===== config.mk =====
export PLATFORM = sky130hd
export DESIGN_NAME = board_loader
export DESIGN_NICKNAME = d
export VERILOG_FILES = /design/src/rtl/board_loader.sv
export SDC_FILE = /design/constraint.sdc
export NUM_CORES = 1
export LEC_CHECK = 0
export BUFFER_PORTS_ARGS = -buffer_cell sky130_fd_sc_hd__buf_2
export CORE_MARGIN = 1
export CORE_UTILIZATION = 55
export DETAILED_ROUTE_END_ITERATION = 8
export GPL_ROUTABILITY_DRIVEN = 1
export GPL_TIMING_DRIVEN = 0
export PLACE_DENSITY = 0.74
export SLEW_MARGIN = 0
export SYNTH_ARGS = -nofsm -noshare
export SYNTH_HDL_FRONTEND = slang
export SYNTH_SLANG_ARGS = --single-unit

===== constraint.sdc =====
create_clock -name clk -period 6.6 [get_ports clk]
set_input_delay 0.99 -clock clk [delete_from_list [all_inputs] [get_ports clk]]
set_output_delay 0.99 -clock clk [all_outputs]
set_load 0.05 [all_outputs]

===== src/rtl/board_loader.sv =====
// board_loader: serial-to-parallel loader for the 8x8 Life board.
// Receives 64 data bits and 8 row-parity bits per frame. Only boards whose
// eight row checks all pass are published on board_out, through a
// valid/ready handshake.
module board_loader (
  input  logic        clk,
  input  logic        rst,
  input  logic        frame_start,
  input  logic        bit_in,
  input  logic        bit_valid,
  output logic [63:0] board_out,
  output logic        board_valid,
  input  logic        board_ready,
  output logic        busy,
  output logic        frame_error
);

  localparam logic [1:0] S_IDLE  = 2'd0;
  localparam logic [1:0] S_DATA  = 2'd1;
  localparam logic [1:0] S_CHECK = 2'd2;
  localparam logic [1:0] S_VALID = 2'd3;

  logic [1:0]  state;
  logic [6:0]  count;
  logic [63:0] asm_reg;
  logic [7:0]  chk_reg;
  logic [7:0]  chk_next;

  // Even parity per row: check bit r must equal the XOR of row r.
  function automatic logic rows_ok(input logic [63:0] b, input logic [7:0] c);
    logic ok;
    ok = 1'b1;
    for (int r = 0; r < 8; r++) begin
      if ((^b[8*r +: 8]) != c[r]) ok = 1'b0;
    end
    return ok;
  endfunction

  // Check register as it will look once the bit arriving now is stored, so
  // the final comparison includes check bit 7.
  always_comb begin
    chk_next = chk_reg;
    chk_next[count[2:0]] = bit_in;
  end

  // Status outputs decode only the state register, never the inputs.
  assign busy        = (state == S_DATA) || (state == S_CHECK);
  assign board_valid = (state == S_VALID);

  // Frame sequencing, bit assembly and board publication.
  always_ff @(posedge clk or posedge rst) begin
    if (rst) begin
      state       <= S_IDLE;
      count       <= 7'd0;
      asm_reg     <= 64'h0;
      chk_reg     <= 8'h0;
      board_out   <= 64'h0;
      frame_error <= 1'b0;
    end else begin
      frame_error <= 1'b0;
      case (state)
        S_IDLE: begin
          if (frame_start) begin
            state <= S_DATA;
            count <= 7'd0;
          end
        end
        S_DATA: begin
          // A new strobe restarts the frame; its coincident bit is dropped.
          if (frame_start) begin
            count <= 7'd0;
          end else if (bit_valid) begin
            asm_reg[count[5:0]] <= bit_in;
            count               <= count + 7'd1;
            if (count == 7'd63) state <= S_CHECK;
          end
        end
        S_CHECK: begin
          if (frame_start) begin
            state <= S_DATA;
            count <= 7'd0;
          end else if (bit_valid) begin
            // Indices 64..71 map onto check bits 0..7 via the low three bits.
            chk_reg <= chk_next;
            if (count == 7'd71) begin
              count <= 7'd0;
              if (rows_ok(asm_reg, chk_next)) begin
                board_out <= asm_reg;
                state     <= S_VALID;
              end else begin
                frame_error <= 1'b1;
                state       <= S_IDLE;
              end
            end else begin
              count <= count + 7'd1;
            end
          end
        end
        default: begin
          // S_VALID: hold the board until the consumer takes it; a strobe
          // in the handshake cycle starts the next frame immediately.
          if (board_ready) begin
            count <= 7'd0;
            state <= frame_start ? S_DATA : S_IDLE;
          end
        end
      endcase
    end
  end

endmodule


* Word-level counts from Yosys, hierarchy flattened
Cells that the tools add are included.
** Operators by class
- $add $sub $neg :: 1
- $mul :: 0
- Divide/modulo/power cells :: 0
- $lt $le $gt $ge :: 4
- Equality and inequality tests :: 20
- Shift-type cells :: 0
- Multiplexer cells :: 42
- Bitwise operators :: 1
- Reductions and logical operators :: 18
** Operator list (count)
- bitwise mux 64 bit :: 1
- XOR reduction 8 bit :: 8
- 2-to-1 mux 7 bit :: 7
- case mux 7 bit (3 select lines) :: 1
- 2-to-1 mux 1 bit :: 20
- 2-to-1 mux 2 bit :: 9
- bitwise mux 8 bit :: 1
- inequality test 1 bit :: 8
- adder 7 x 1 -> 7 bit (second input constant) :: 1
- equality test 7 x 6 -> 1 bit (second input constant) :: 1
- equality test 7 bit (second input constant) :: 1
- < comparator 6 x 7 -> 1 bit (second input constant) :: 1
- AND reduction 7 bit :: 1
- demux 1 bit (select 6 bit) :: 1
- >= comparator 6 x 1 -> 1 bit (second input constant) :: 1
- inequality test 2 bit (second input constant) :: 3
- inequality test 3 bit (second input constant) :: 2
- case mux 2 bit (3 select lines) :: 1
- AND reduction 3 bit :: 2
- AND reduction 5 bit :: 1
- equality test 2 bit (second input constant) :: 2
- < comparator 3 x 4 -> 1 bit (second input constant) :: 1
- AND reduction 4 bit :: 1
- nonzero test 4 bit :: 1
- other kinds (9) :: 10
** Storage, ports and cells
- Bits in registers :: 146
- Bits in latches :: 0
- Bits in writable memories :: 0
- Bits in read-only memories :: 0
- Input port bits :: 6
- Output and inout bits :: 67
- Logic and storage cells :: 92
- Memories :: 0

* Logic depth before layout (Yosys ltp)
- Depth after elaboration :: 23
- Depth in mapped cells :: 9
- Mapped depth without buffers :: 8

* Worst setup path before layout
OpenSTA, ideal clock, no wires.
- Kind :: input-to-reg
- From :: in bit_in
- To :: reg board_out[0]
- Arrival time :: 2.816 ns
- Setup slack :: 3.659 ns
- Cell stages on the path :: 7
- Buffers on the path :: 2
- Path through :: clkbuf_1 > mux2i_1 > xnor3_1 > nor4_4 > nand3_4 > buf_6 > mux2_4
** Between the ends
- Word-level cells in the longest chain between the ends :: 15
- Elaborated cells between the ends (all ways) :: 22
** Ends and longest elaborated chain
- from (decl) :: RTL line 9 : input logic bit_in,
- bitwise mux 8 bit * :: RTL line 43 : chk_next[count[2:0]] = bit_in;
- inequality test 1 bit :: RTL line 34 : if ((^b[8*r +: 8]) != c[r]) ok = 1'b0;
- 2-to-1 mux 1 bit (7 in a row) :: RTL line 34
- 2-to-1 mux 1 bit * :: RTL line 34
- 2-to-1 mux 1 bit * :: RTL line 85 : if (count == 7'd71) begin
- 2-to-1 mux 1 bit * :: RTL line 82 : end else if (bit_valid) begin
- 2-to-1 mux 1 bit * :: RTL line 79 : if (frame_start) begin
- 2-to-1 mux 1 bit * :: RTL line 61 : case (state)
- AND reduction 5 bit (no line) *
- to (signal assigned) :: RTL line 88 : board_out <= asm_reg;
- to (decl) :: RTL line 11 : output logic [63:0] board_out,
Mark *: on every way between the ends. The rest lies on a longest branch, timed or not. The select of a mux whose other input is x is not followed.
A chain may end at the register's enable or synchronous reset.

* Worst setup path after layout
- From :: reg count[0]
- To :: reg board_out[41]
** Between the ends
- Word-level cells in the longest chain between the ends :: 19
- Elaborated cells between the ends (all ways) :: 28
** Ends and longest elaborated chain
- from (decl) :: RTL line 24 : logic [6:0] count;
- from (signal assigned) :: RTL line 74 : count <= count + 7'd1;
- from (signal assigned) :: RTL line 95 : count <= count + 7'd1;
- < comparator 3 x 4 -> 1 bit (not written as such) / >= comparator 3 x 1 -> 1 bit (equally long branches) :: RTL line 43
- logical AND 1 bit (not written as such) :: RTL line 43
- 2-to-1 mux 1 bit (not written as such) :: RTL line 43
- demux 1 bit (select 3 bit) :: RTL line 43
- bitwise mux 8 bit :: RTL line 43
- inequality test 1 bit :: RTL line 34
- 2-to-1 mux 1 bit (8 in a row) :: RTL line 34
- 2-to-1 mux 1 bit :: RTL line 85
- 2-to-1 mux 1 bit :: RTL line 82
- 2-to-1 mux 1 bit :: RTL line 79
- 2-to-1 mux 1 bit :: RTL line 61
- AND reduction 5 bit (no line) *
Marks and branches as above.

==> results <==
- The run finished with clean final reports.
- The setup TNS is 0 ns.
- After Yosys synthesis, full adders, half adders and majority gates account for 0.8766% of the synthesized area.
- The total standard cell area after synthesis is 0.007137 mm².
- The analysis attributes to net switching a power of 0.0005908 W.
- For this configuration, the core starts out at a cell density of 56.55%.
- The standard-cell row count is 41.
- Dividing total power by cell area gives a power density of 270.5 mW/mm².
- The antenna cell count is 0.
- Clock-pin slew was measured on the worst setup and hold paths at 0.06 ns.
- The net switching share of the total power is 26.04%.
- The final-layout fill cell count is 997.
- Global routing finished with a remaining overflow of 0.
- Each instance of the synthesized netlist takes up on average 13.05 µm².
- The layout overhead on the synthesized area is 17.53%.
- The combinational power share is 14.0%.
- In this run the worst path has a maximum fanout of 10.
- The cell-internal power is 0.001678 W.
- Entering global routing, the biggest net connects 86 pins.
- The number of buffer cells added on primary ports is 71.
- Setup repair after global routing left no endpoint under its margin.
- The core region is 0.01262 mm².
- In this run the deepest clock path goes through 2 buffers.
- Dividing the final minimum period by the clock period gives 46.89%.
- The fraction of power consumed by the clock network is 44.8%.
- The worst clock skew is 0.008643 ns.
- Measured against its own limit, the worst slew margin works out to 37.58%.
- The post-synthesis share of cell area spent on and, or, nand and nor gates is 9.712%.
- For this block, the initial DRC count from the detailed router was 249.
- The leading cell type in the layout, fill and taps excluded is sky130_fd_sc_hd__dfrtp_1.
- The width of the die is 115.9 µm.
- The finished cells cover 0.008388 mm².
- The synthesized netlist devotes 2.770% of its cell area to compound gates.
- Global routing used 5.282% of the available met3 tracks.
- Based on the critical path, the design can be clocked at up to 323.2 MHz.
- Wires add up to 15.10 mm.
- The actual transition at the worst max-transition pin is 0.9323 ns.
- In this run, distinct cell masters in the synthesized netlist total 40.
- The nature of the critical path endpoint is a register.
- In this run the static leakage power is 4.375 nW.
- At the end of routability-driven placement, the weighted congestion stood at 0.8411.
- During I/O placement, the number of pins put on the boundary was 73.
- The number of global-route vias before repair is 4,534.
- The most used flip-flop cell after synthesis is sky130_fd_sc_hd__dfrtp_1.
- The final core utilization is 66.47%.
- The path class of the tightest hold or removal check is register to register.
- The arrival time of data at the critical path endpoint is 3.40 ns.
- The number of warnings reported in the yosys synthesis log is 0.
- From bottom edge to top edge, the die measures 115.9 µm.
- Post-CTS repair changed the size of 0 cells.
- The count of pins over their slew limit was 0.
- The share of synthesized flip-flops with an asynchronous set or reset is 100.0%.
- The met1 global-route usage is 33.41%.
- After layout, the minimum clock period comes to 3.094 ns.
- The number of DRC violations after detailed routing is 0.
- The layer carrying the most global-route usage is met2.
- Prior to clock tree synthesis, the placed netlist has a worst setup slack of 3.154 ns.
- The power share of the sequential group is 41.2%.
- The average via count per standard cell is 5.379.
- The worst ir drop on vdd is 0.1736 mV.
- Global routing used 38.57% of the available met2 tracks.
- STA classifies the critical path startpoint as a register.
- The share of layout cells above drive strength 1 is 39.11%.
- Setup slack closes at 3.506 ns.
- The detailed placement HPWL is 10.06 mm.
- The clock net sink count is 146.
- The post-synthesis sequential area ratio is 51.19%.
- The post-route antenna net violation count is 0.
- For the worst-skew pair, the clock arrives at the later sink with an insertion delay of 0.43 ns.
- The root buffer cell is sky130_fd_sc_hd__clkbuf_16.
- The fraction of synthesized cell area in xor and xnor cells is 8.415%.
- The final number of hold-violating endpoints is 0.
- Leaving out fill and tap cells, the most frequent cells in the layout are sky130_fd_sc_hd__dfrtp_1, sky130_fd_sc_hd__buf_2, sky130_fd_sc_hd__mux2_2.
- In the final routed layout, each cell accounts on average for 18.32 µm.
- The number of antenna violations at the first check in global routing was 0.
- Hold repair after CTS inserted 0 buffers.
- Of the post-synthesis cell area, the part taken by muxes is 24.61%.
- The wire length of the first global-routing pass is 24.16 mm.
- Hold is met by 0.4804 ns.
- After synthesis, the largest family of logic cells by area is multiplexers.
- In this run, synthesis inferred 0 flip-flops with an integrated enable.
- The post-synth net total is 558.
- The maximum level of the CTS H-tree is 4.
- Buffers added to address setup during post-CTS repair amount to 0.
- In the final design database the tool counted 650 nets.
- The placed standard-cell area is 0.007762 mm².
- The pre-antenna-repair detailed-routing pass consisted of 4 iterations.
- The max-cap violation count is 0.
- The flip-flop and latch count after synthesis is 146.
- STA puts the critical path data required time at 6.90 ns.
- The overall via count from detail_route is 4,432.
- The kind of critical path is register to register.
- Global routing used 24.63% of the available tracks.
- The floorplan step defined a die boundary enclosing 0.01344 mm².
- The count of mapped cells out of synthesis is 547.
- Buffers inserted during clock tree synthesis total 17.
- The count of endpoints failing setup in the final report is 0.
- TritonCTS built the clock tree.
==> critical path, cell delays in order (launching register included) <==
cell	delay, ns
sky130_fd_sc_hd__dfrtp_1	0.44
sky130_fd_sc_hd__buf_2	0.21
sky130_fd_sc_hd__nor3_1	0.20
sky130_fd_sc_hd__mux2i_1	0.28
sky130_fd_sc_hd__xnor3_1	0.47
sky130_fd_sc_hd__nor4_4	0.47
sky130_fd_sc_hd__nand3_4	0.31
sky130_fd_sc_hd__buf_6	0.27
sky130_fd_sc_hd__mux2_4	0.31
==> per-stage QoR <==
stage,power [W],std cells
6_report,0.002269,824
5_1_grt,0.002362,824
4_1_cts,0.002281,824
3_5_place_dp,0.001267,792
3_3_place_gp,0.001254,790
2_1_floorplan,0.001192,547
==> synthesized netlist by cell type, types with 2 or more instances <==
library cell               count  area [µm²]
sky130_fd_sc_hd__nand3b_1      8       60.06
sky130_fd_sc_hd__mux2_4       60       900.9
sky130_fd_sc_hd__nor2_1       40       150.1
sky130_fd_sc_hd__a21oi_1       2       10.01
sky130_fd_sc_hd__ha_1          5       62.56
sky130_fd_sc_hd__nand3_1       6       30.03
sky130_fd_sc_hd__o41ai_1       2       17.52
sky130_fd_sc_hd__mux2i_1       9       90.09
sky130_fd_sc_hd__mux2_2       68       765.7
sky130_fd_sc_hd__o31ai_1       4       30.03
sky130_fd_sc_hd__buf_6         6       67.56
sky130_fd_sc_hd__inv_1         6       22.52
sky130_fd_sc_hd__nor3b_1       6       45.04
sky130_fd_sc_hd__nand2_1      51       191.4
sky130_fd_sc_hd__nor2b_1       3       18.77
sky130_fd_sc_hd__nor3_1        4       20.02
sky130_fd_sc_hd__xnor2_1      48       420.4
sky130_fd_sc_hd__nor4_4        2       42.54
sky130_fd_sc_hd__xnor3_1       8       180.2
sky130_fd_sc_hd__a31oi_1       3       18.77
sky130_fd_sc_hd__and2_1        4       25.02
sky130_fd_sc_hd__or2_2         5       31.28
sky130_fd_sc_hd__and3_1        3       18.77
sky130_fd_sc_hd__clkbuf_1     15       56.30
sky130_fd_sc_hd__nand2b_1      2       12.51
sky130_fd_sc_hd__dfrtp_1     146        3654
sky130_fd_sc_hd__buf_2         3       15.01
sky130_fd_sc_hd__o21ai_0      16       80.08
==> layout make-up <==
type                       instances  area (µm²)  area share (%)
buffer                            26       150.1           1.790
clock buffer                      18       439.2           5.236
clock inverter                    14       186.4           2.223
inverter                           6       27.53          0.3282
multi-input combinational        369        3326           39.65
sequential                       146        3654           43.56
tap                              172       215.2           2.566
timing repair buffer              73       390.4           4.654
==> worst paths after layout <==
| path | end | cells past startpoint | startpoint | slack (ns) |
|---|---|---|---|---|
| min | chk_reg[1]$_DFFE_PP0P_ | 2 | chk_reg[1]$_DFFE_PP0P_ | 0.48 |
| min in group asynchronous | board_out[61]$_DFFE_PP0P_ | 2 | rst | 0.62 |
| max | board_out[41]$_DFFE_PP0P_ | 8 | count[0]$_DFFE_PP0P_ | 3.51 |
| max in group asynchronous | asm_reg[26]$_DFFE_PP0P_ | 3 | rst | 5.17 |
| max reg2reg | board_out[41]$_DFFE_PP0P_ | 8 | count[0]$_DFFE_PP0P_ | 3.51 |
| min reg2reg | chk_reg[1]$_DFFE_PP0P_ | 2 | chk_reg[1]$_DFFE_PP0P_ | 0.48 |
==> layer usage <==
metal  routed length, µm  part of all wire [%]  vias up
met1                6632                    44     2224
met5                   0                     0        -
met2                7380                    49      113
li1                    -                     -     2074
met3                 828                   5.5       21
met4                 257                   1.7        0
==> cell families after synthesis <==
| logic type | Yosys count |
|---|---|
| AO/OA/AOI/OAI | 32 |
| XOR/XNOR | 56 |
| adder cells (fa/ha/maj) | 5 |
| buffers and inverters | 32 |
| flip-flops | 146 |
| multiplexers | 137 |
| AND/OR/NAND/NOR | 139 |
==> power groups by stage <==
stage                     registers, W  logic [W]  clock network (W)
after floorplan               0.000947   0.000246                  0
after global routing          0.000939   0.000352            0.00107
after detailed placement      0.000952   0.000315                  0
final                         0.000936   0.000317            0.00102
after global placement        0.000951   0.000304                  0
after CTS                     0.000936   0.000316            0.00103
No activity file was read; power rests on OpenSTA's default activity.
